**src/rtl/population_count_sequencer.sv**
```systemverilog
// Multi-cycle popcount: one CHUNK_WIDTH slice of the operand per clock, valid/ready on both sides.
// Optional POPCOUNT_EARLY_EXIT_EN finishes as soon as the remaining operand bits are all zero.
module population_count_sequencer #(
    parameter int DATA_WIDTH  = 32,
    parameter int CHUNK_WIDTH = 8,
    parameter int CHUNKS      = DATA_WIDTH / CHUNK_WIDTH
) (
    input  logic                          clk_i,
    input  logic                          rst_i,
    input  logic [DATA_WIDTH-1:0]         operand_i,
    input  logic                          valid_i,
    output logic                          ready_o,
    output logic [$clog2(DATA_WIDTH):0]   count_o,
    output logic                          valid_o,
    input  logic                          ready_i
);
    localparam int CNT_W = $clog2(DATA_WIDTH) + 1;
    localparam int PC_W  = $clog2(CHUNK_WIDTH) + 1;
    localparam int IDX_W = (CHUNKS > 1) ? $clog2(CHUNKS) : 1;
    localparam logic [IDX_W-1:0] LAST_IDX = IDX_W'(CHUNKS - 1);

    typedef enum logic [1:0] {IDLE, COUNT, DONE} state_e;

    state_e                  state_q, state_d;
    logic [DATA_WIDTH-1:0]   shift_q, shift_d;
    logic [CNT_W-1:0]        acc_q, acc_d;
    logic [IDX_W-1:0]        idx_q, idx_d;
    logic [PC_W-1:0]         chunk_cnt;

    always_comb begin
        chunk_cnt = '0;
        for (int i = 0; i < CHUNK_WIDTH; i++)
            chunk_cnt = chunk_cnt + PC_W'(shift_q[i]);
    end

    always_comb begin
        state_d = state_q;
        shift_d = shift_q;
        acc_d   = acc_q;
        idx_d   = idx_q;
        case (state_q)
            IDLE: begin
                if (valid_i && ready_o) begin
                    shift_d = operand_i;
                    acc_d   = '0;
                    idx_d   = '0;
                    state_d = COUNT;
                end
            end
            COUNT: begin
                acc_d   = acc_q + CNT_W'(chunk_cnt);
                shift_d = shift_q >> CHUNK_WIDTH;
                idx_d   = idx_q + IDX_W'(1);
`ifdef POPCOUNT_EARLY_EXIT_EN
                // shift_d is what is left to count; nothing set means the sum is final
                if (idx_q == LAST_IDX || shift_d == '0) state_d = DONE;
`else
                if (idx_q == LAST_IDX) state_d = DONE;
`endif
            end
            DONE: begin
                if (ready_i) state_d = IDLE;
            end
            default: state_d = IDLE;
        endcase
    end

    always_ff @(posedge clk_i) begin
        if (rst_i) begin
            state_q <= IDLE;
            shift_q <= '0;
            acc_q   <= '0;
            idx_q   <= '0;
        end else begin
            state_q <= state_d;
            shift_q <= shift_d;
            acc_q   <= acc_d;
            idx_q   <= idx_d;
        end
    end

    // ready is gated by reset so nothing handshakes while the block is held
    assign ready_o = (state_q == IDLE) && !rst_i;
    assign valid_o = (state_q == DONE);
    assign count_o = acc_q;

endmodule

```
**config.mk**
```make
export PLATFORM = sky130hd
export DESIGN_NAME = population_count_sequencer
export DESIGN_NICKNAME = d
export VERILOG_FILES = /design/src/rtl/population_count_sequencer.sv
export SDC_FILE = /design/constraint.sdc
export NUM_CORES = 1
export LEC_CHECK = 0
export BUFFER_PORTS_ARGS = -buffer_cell sky130_fd_sc_hd__clkbuf_2
export CORE_MARGIN = 3
export CORE_UTILIZATION = 48
export CTS_CLUSTER_SIZE = 20
export DETAILED_ROUTE_END_ITERATION = 8
export PLACE_DENSITY_LB_ADDON = 0.12
export SYNTH_ARGS = -nofsm -noshare
export SYNTH_HDL_FRONTEND = slang
export SYNTH_SLANG_ARGS = --single-unit
```
**constraint.sdc**
```tcl
create_clock -name clk_i -period 3.29 [get_ports clk_i]
set_input_delay 0.1645 -clock clk_i [delete_from_list [all_inputs] [get_ports clk_i]]
set_output_delay 0.1645 -clock clk_i [all_outputs]
set_load 0.01 [all_outputs]
```
Yosys cells after proc, flatten, opt, wreduce, memory -nomap -nowiden
Cells that the tools add are included.
W data, S select, Z words.
- input bits: 36
- register bits after elaboration: 42
- logic and storage cells: 36
- muxes and demuxes: 10
- reduce and logical (&&, ||, !) cells: 7
- $add $sub $neg: 9
- eq/ne operators: 6
- operator list (kind ; count):
    $pmux W32 S2 ; 1
    $mux W32 ; 1
    $add A4 B1 Y4 ; 4
    $pmux W6 S2 ; 1
    $mux W2 ; 4
    $add A6 B4 Y6 ; 1
    $mux W6 ; 1
    $pmux W2 S3 ; 1
    $add A3 B1 Y4 ; 1
    $eq A2 B2 Y1 const B ; 2
    $ne A2 B2 Y1 const B ; 2
    $pmux W2 S2 ; 1
    $add A2 B1 Y3 ; 1
    $reduce_and A3 Y1 ; 1
    $add A1 B1 Y2 ; 1
    $add A2 B1 Y2 const B ; 1
    $eq A2 B1 Y1 const B ; 1
    $logic_and A1 B1 Y1 ; 2
    $logic_not A2 Y1 ; 1
    $ne A2 B1 Y1 const B ; 1
    $reduce_and A2 Y1 ; 1
    $reduce_bool A2 Y1 ; 1
    $logic_not A1 Y1 ; 1

Depth between registers and ports, before layout
Gate-level depths: netlist of run 1.
- word-level depth: 9
- mapped depth: 11
- gate-level depth less buffers: 11

Worst setup path before layout of run 1
OpenSTA, ideal clock, no wires.
- kind: reg-to-reg
- start: register acc_q[0], in the netlist count_o[0]
- end: register acc_q[4], in the netlist count_o[4]
- cell stages (with the launch flop): 11
- arrival time: 3.192 ns
- required time: 3.169 ns
- path buffers: 0
- slack: -0.023 ns
- cell sequence: dfxtp_1 > fa_1 > inv_1 > fa_1 > fa_1 > fa_1 > fa_1 > nor2b_1 > o21a_1 > o21ai_0 > mux2_2
- longest elaborated chain between the ends: 2
- ends and longest elaborated chain (item ; RTL line ; source):
    start, declared ; 26 ; logic [CNT_W-1:0] acc_q, acc_d;
    start signal, assigned ; 72 ; acc_q <= '0;
    start signal, assigned ; 77 ; acc_q <= acc_d;
    $add A6 B4 Y6 ; 51 ; acc_d = acc_q + CNT_W'(chunk_cnt);
    $pmux W6 S2 ; 41 ; case (state_q)
No other way between the ends.
A chain may end at the register's enable or synchronous reset.

Final worst setup path of run 1
Ends and elaborated chain as after synthesis.

==> out/metrics.csv, run 1 <==
metric,value,unit
Area Overhead vs Synth,17.2,%
Critical Path RT,3480,ps
share of cells above drive strength 1,0.242,
"Reg clk slew, reported paths",80,ps
initial antenna violation count,0,
worst path arrival time,3430,ps
Leak,0.935,nW
WL per Instance,13.2,um
CTS Root Cell,clkbuf_8,
crit start category,register,
Layout Nets,312,
Core Box Area,3800,um^2
placed cells,305,
"Distinct cells, synth",28,
Starting Density,0.513,
post-DR vias/cell,5.37,
Slew Limit Fails,0,
Max clock buf depth,2,
CP endpoint kind,register,
Peak supply drop,0.361,mV
ys flop type,dfxtp_1,
YS warnings,0,
Critical Path Stages,10,
"most used cell, CP",fa_1,
f_max,309,MHz
RSZ-0062 raised after global routing,true,
largest net degree at the start of global routing,33,
synthesized instance count,227,
Tmin final,3240,ps
GR Overflow Total,0,
Post-DRT Antenna Nets,0,
Non-Filler Instances,313,
Clock Skews,5.30,ps
Multi-input gate area,993,um^2
Die Footprint,4860,um^2
CTS tree,done,
detailed placer's ending HPWL,2.77,mm
hold violation count in the final report,0,
WS Path Type,reg2reg,
critical-path cell list,fa_1 > inv_1 > fa_1 > fa_1 > fa_2 > fa_2 > nor2b_2 > o21a_1 > o21ai_1 > mux2_2,
worst skew pair latency,290,ps
Residual DRC,0,
post-CTS setup repair buffer count,0,
Die Span X,69.7,um
worst path bufs/invs,1,
final setup fails,0,
Hold WS,80.6,ps
area occupied by registers,842,um^2
#FFs+latches synth,42,
"commonest non-fill, non-tap cell in the layout",clkbuf_2,
crit-path max FO,2,
"delay-heaviest family, CP",adder cells,
PwrDens,467,nW/um^2
"slowest stage delay, CP",530,ps
first-pass GRT wire length,7.10,mm
net count after synthesis,275,
Site Rows,22,
slowest cell on the critical path,fa_1,
final cycle utilization of the critical path,0.985,
most frequent cells in the layout,"43 x clkbuf_2, 41 x dfxtp_1, 34 x a21oi_1, 33 x nand2_1, 23 x a22oi_1",
Synth Cell Area,1950,um^2
via count,1681,
fillers,366,
Worst Max-Slew Pin Slew,954,ps
routability congestion estimate,0.702,
DR iter-0 viols,72,
CTS Sinks,42,
Post-synth EDFFs,0,
Hold Path Stages,3,
ANT cells,0,
Detailed Routing Iterations Pass 1,4,
proportion of synthesized chip area in sequential cells,0.431,
Async SR Flop Fraction,0,
Design Power,0.00107,W
H-tree levels,2,
Max Cap Violations,0,
run status,finished clean,
Slew HR,0.363,
Syn Area/Cell,8.59,um^2
number of CTS-inserted buffers,5,
Global Route Usage Sum,0.178,
DRT Wirelength,4.12,mm
I/O Buffers,43,
FF-to-FF path depth,10,
Die H,69.7,um
vias in the first global route,1554,
Hold Path Class,in2reg,
IO Pins,44,
-- final timing paths --
check / slack (ps) / startpoint / end
worst max-delay path: 50 / count_o[0] / count_o[4]
worst min-delay path: 80 / operand_i[26] / shift_q[26]
worst max register to register: 50 / count_o[0] / count_o[4]
worst min register to register: 460 / shift_q[22] / shift_q[22]
-- cell usage after synthesis (all sizes together), types with 4 or more instances --
cell type | count | area (um^2)
dfxtp | 42 | 841
a21oi | 34 | 170
nand2 | 33 | 124
a22oi | 23 | 173
nor2 | 15 | 58.8
inv | 13 | 48.8
buf | 10 | 50.1
nand3 | 10 | 50.1
clkbuf | 7 | 26.3
ha | 7 | 87.6
fa | 5 | 100
nor2b | 4 | 25.0
nor3 | 4 | 20.0
-- final cells by class --
cell class	count	area share
inverters	13	0.0214
well taps	48	0.0263
repair buffers	47	0.107
multi-input cells	155	0.435
clock buffers	6	0.0361
clock inverters	2	0.00548
flip-flops and latches	42	0.369
-- sequential cells by signal (all words and copies together) (netlist names) --
signal	flops
shift_q	32
state_q	2
idx_q	2
count_o	6
-- worst min-delay path, cell delays in order --
cell and delay (ps):
clkbuf_2 80, nand2_1 40, a21oi_1 50
-- repair_timing --
action,in CTS,in global routing
hold buffers,0,0
gates resized for setup,4,0
pin swaps,2,2
endpoints found under the setup margin,1,2
-- metal layers --
layer	global-route usage	part of all wire	vias to the layer above
met3	0.0493	0.048	8
met2	0.272	0.45	40
met4	0.0596	0.016	0
li1	-	-	858
met5	0	0	-
met1	0.243	0.48	775
-- stage by stage --
stage | TNS [ps] | setup WS, ps | utilization | cell area, um^2
final | 0 | 48.7 | 0.601 | 2280
after CTS | -22.6 | -22.6 | 0.601 | 2280
after floorplan | 0 | 25.1 | - | 1950
after detailed placement | -51.7 | -51.7 | 0.575 | 2180
after global routing | -58.8 | -58.8 | 0.601 | 2280
after global placement | 0 | 15.5 | 0.575 | 2180
-- where the power goes --
part	total [W]	switching [W]	internal, W
Sequential	0.000549	0.0000151	0.000534
Combinational	0.000169	0.0000972	0.0000723
Clock	0.000348	0.000179	0.000169
Total	0.00107	0.000292	0.000775
-- kinds of logic (layout without fill, tap and decap cells) --
group                    Yosys count  after routing  synth area share
buffers and inverters             30             68            0.0642
flip-flops                        42             42             0.431
AND/OR/NAND/NOR                   72             72             0.173
AO/OA/AOI/OAI                     68             68             0.220
adder cells (fa/ha/maj)           12             12            0.0963
multiplexers                       3              3            0.0160
Note: power is estimated with default switching activity, not from simulation.
==> run 2: changes to the inputs <==
- BUFFER_PORTS_ARGS: -buffer_cell sky130_fd_sc_hd__clkbuf_2 -> -buffer_cell sky130_fd_sc_hd__buf_2
==> run 2 against run 1 <==
Clock skew about the same; largest power group unchanged; cell count unchanged; highest routed layer unchanged; critical path type unchanged; maximum frequency increased by 0.88%; flip-flop and latch count unchanged; critical path depth unchanged.
==> out/metrics.csv, run 2 (synthesis results as in run 1) <==
metric,value,unit,change
slowest cell on the critical path,fa_1,,unchanged
largest net degree at the start of global routing,47,,was 33
PwrDens,490,nW/um^2,was 467 nW/um^2
DR iter-0 viols,93,,was 72
IO Pins,44,,unchanged
"Reg clk slew, reported paths",80,ps,about the same
R2R Path Start,count_o[0],,unchanged
Leak,0.938,nW,was 0.935 nW
post-layout util,0.605,,was 0.601
Die H,69.7,um,unchanged
via count,1676,,was 1681
Peak supply drop,0.353,mV,was 0.361 mV
WS Path Type,reg2reg,,unchanged
Tmin final,3210,ps,was 3240 ps
Layout Nets,312,,unchanged
first-pass GRT wire length,6.91,mm,was 7.10 mm
I/O Buffers,43,,unchanged
worst path arrival time,3400,ps,was 3430 ps
detailed placer's ending HPWL,2.79,mm,was 2.77 mm
GR Overflow Total,0,,unchanged
largest register by flop count,shift_q,,unchanged
switch share,0.261,,was 0.273
combinational share of power,0.151,,was 0.159
f_max,311,MHz,was 309 MHz
Starting Density,0.513,,unchanged
Die Footprint,4860,um^2,unchanged
"commonest non-fill, non-tap cell in the layout",buf_2,,was clkbuf_2
routability congestion estimate,0.724,,was 0.702
initial antenna violation count,0,,unchanged
post-DR vias/cell,5.35,,was 5.37
Internal,0.000833,W,was 0.000775 W
Slew Limit Fails,0,,unchanged
CTS Root Cell,clkbuf_8,,unchanged
Hold Path Class,in2reg,,unchanged
CP endpoint kind,register,,unchanged
number of CTS-inserted buffers,5,,unchanged
CTS tree,done,,unchanged
Site Rows,22,,unchanged
RSZ-0062 raised after global routing,true,,unchanged
Detailed Routing Iterations Pass 1,4,,unchanged
Sequential Power Share,0.487,,was 0.515
"slowest stage delay, CP",520,ps,was 530 ps
WL per Instance,13.4,um,was 13.2 um
worst skew pair latency,300,ps,was 290 ps
max FFs per register,32,,unchanged
Max Cap Violations,0,,unchanged
ANT cells,0,,unchanged
Die Span X,69.7,um,unchanged
crit path launch,count_o[0],,unchanged
clock share of power,0.362,,was 0.326
Hold WS,92.8,ps,was 80.6 ps
CTS Sinks,42,,unchanged
Clock Skews,4.81,ps,was 5.30 ps
NetSw,0.000294,W,was 0.000292 W
critical-path cell list,fa_1 > inv_1 > fa_1 > fa_1 > fa_2 > fa_2 > nor2b_2 > o21a_1 > o21ai_1 > mux2_2,,unchanged
crit start category,register,,unchanged
Final TNS setup,0,ps,unchanged
Area Overhead vs Synth,18.0,%,was 17.2%
Core Box Area,3800,um^2,unchanged
Global Route Usage Sum,0.176,,was 0.178
Residual DRC,0,,unchanged
hold path start,operand_i[26],,unchanged
"most used cell, CP",fa_1,,unchanged
H-tree levels,2,,unchanged
Max clock buf depth,2,,unchanged
vias in the first global route,1488,,was 1554
Post-DRT Antenna Nets,0,,unchanged
Worst Max-Slew Pin Slew,886,ps,was 954 ps
most frequent cells in the layout,"43 x buf_2, 41 x dfxtp_1, 34 x a21oi_1, 33 x nand2_1, 23 x a22oi_1",,"was 43 x clkbuf_2, 41 x dfxtp_1, 34 x a21oi_1, 33 x nand2_1, 23 x a22oi_1"
hold violation count in the final report,0,,unchanged
Slew HR,0.409,,was 0.363
final setup fails,0,,unchanged
run status,finished clean,,unchanged
DRT Wirelength,4.20,mm,was 4.12 mm
share of cells above drive strength 1,0.238,,was 0.242
final cycle utilization of the critical path,0.977,,was 0.985
crit-path max FO,2,,unchanged
Critical Path RT,3480,ps,about the same
## run 2: metrics by stage
step           power (W)  setup WS, ps  std cells  area [um^2]
6_report         0.00113          76.8        313         2300
3_5_place_dp    0.000731         -12.2        305         2180
5_1_grt          0.00119         -43.9        313         2300
2_1_floorplan   0.000675          25.1        227         1950
4_1_cts          0.00114          8.46        313         2300
3_3_place_gp    0.000725          15.8        305         2180
## run 2: path summary, 6_finish.rpt
path                      end  cells after the start  slack [ps]
setup / recovery   count_o[4]                     10          80
hold / removal    shift_q[26]                      3          90
setup reg to reg   count_o[4]                     10          80
hold reg to reg   shift_q[10]                      2         450
## run 2: layout make-up
class                           instances  area [um^2]
Fill cell                             365         1500
Inverter                               13         48.8
Clock inverter                          2         37.5
Clock buffer                            6         72.6
Timing Repair Buffer                   47          245
Multi-Input combinational cell        155          993
Tap cell                               48         60.1
Sequential cell                        42          842
## run 2: worst max-delay path, delay by kind of cell, from the launching register on
kind                       cells  cell delay [ps]
DFF                            1              330
and+or+nand+nor                1              130
AOI/OAI and AO/OA              2              170
buffers and inverters          1               40
muxes                          1              280
adders and majority gates      5             2160
## run 2: power by group through the flow
stage	Sequential (W)	Combinational [W]	Clock, W
finish	0.000549	0.000170	0.000408
global route	0.000552	0.000194	0.000441
CTS	0.000549	0.000174	0.000414
detailed placement	0.000560	0.000170	0
global placement	0.000559	0.000166	0
floorplan	0.000558	0.000117	0
## run 2: routing by layer
metal | part of all wire | global-route usage
met2 | 0.47 | 0.269
met1 | 0.46 | 0.241
met5 | 0 | 0
met3 | 0.056 | 0.0580
met4 | 0.011 | 0.0447
## run 2: timing repair
action / 4_1_cts / 5_1_grt
setup endpoints to repair: 1 / 2
hold buffers: 0 / 0
pin swaps: 2 / 2
gates resized for setup: 4 / 0
buffers inserted: 0 / 0
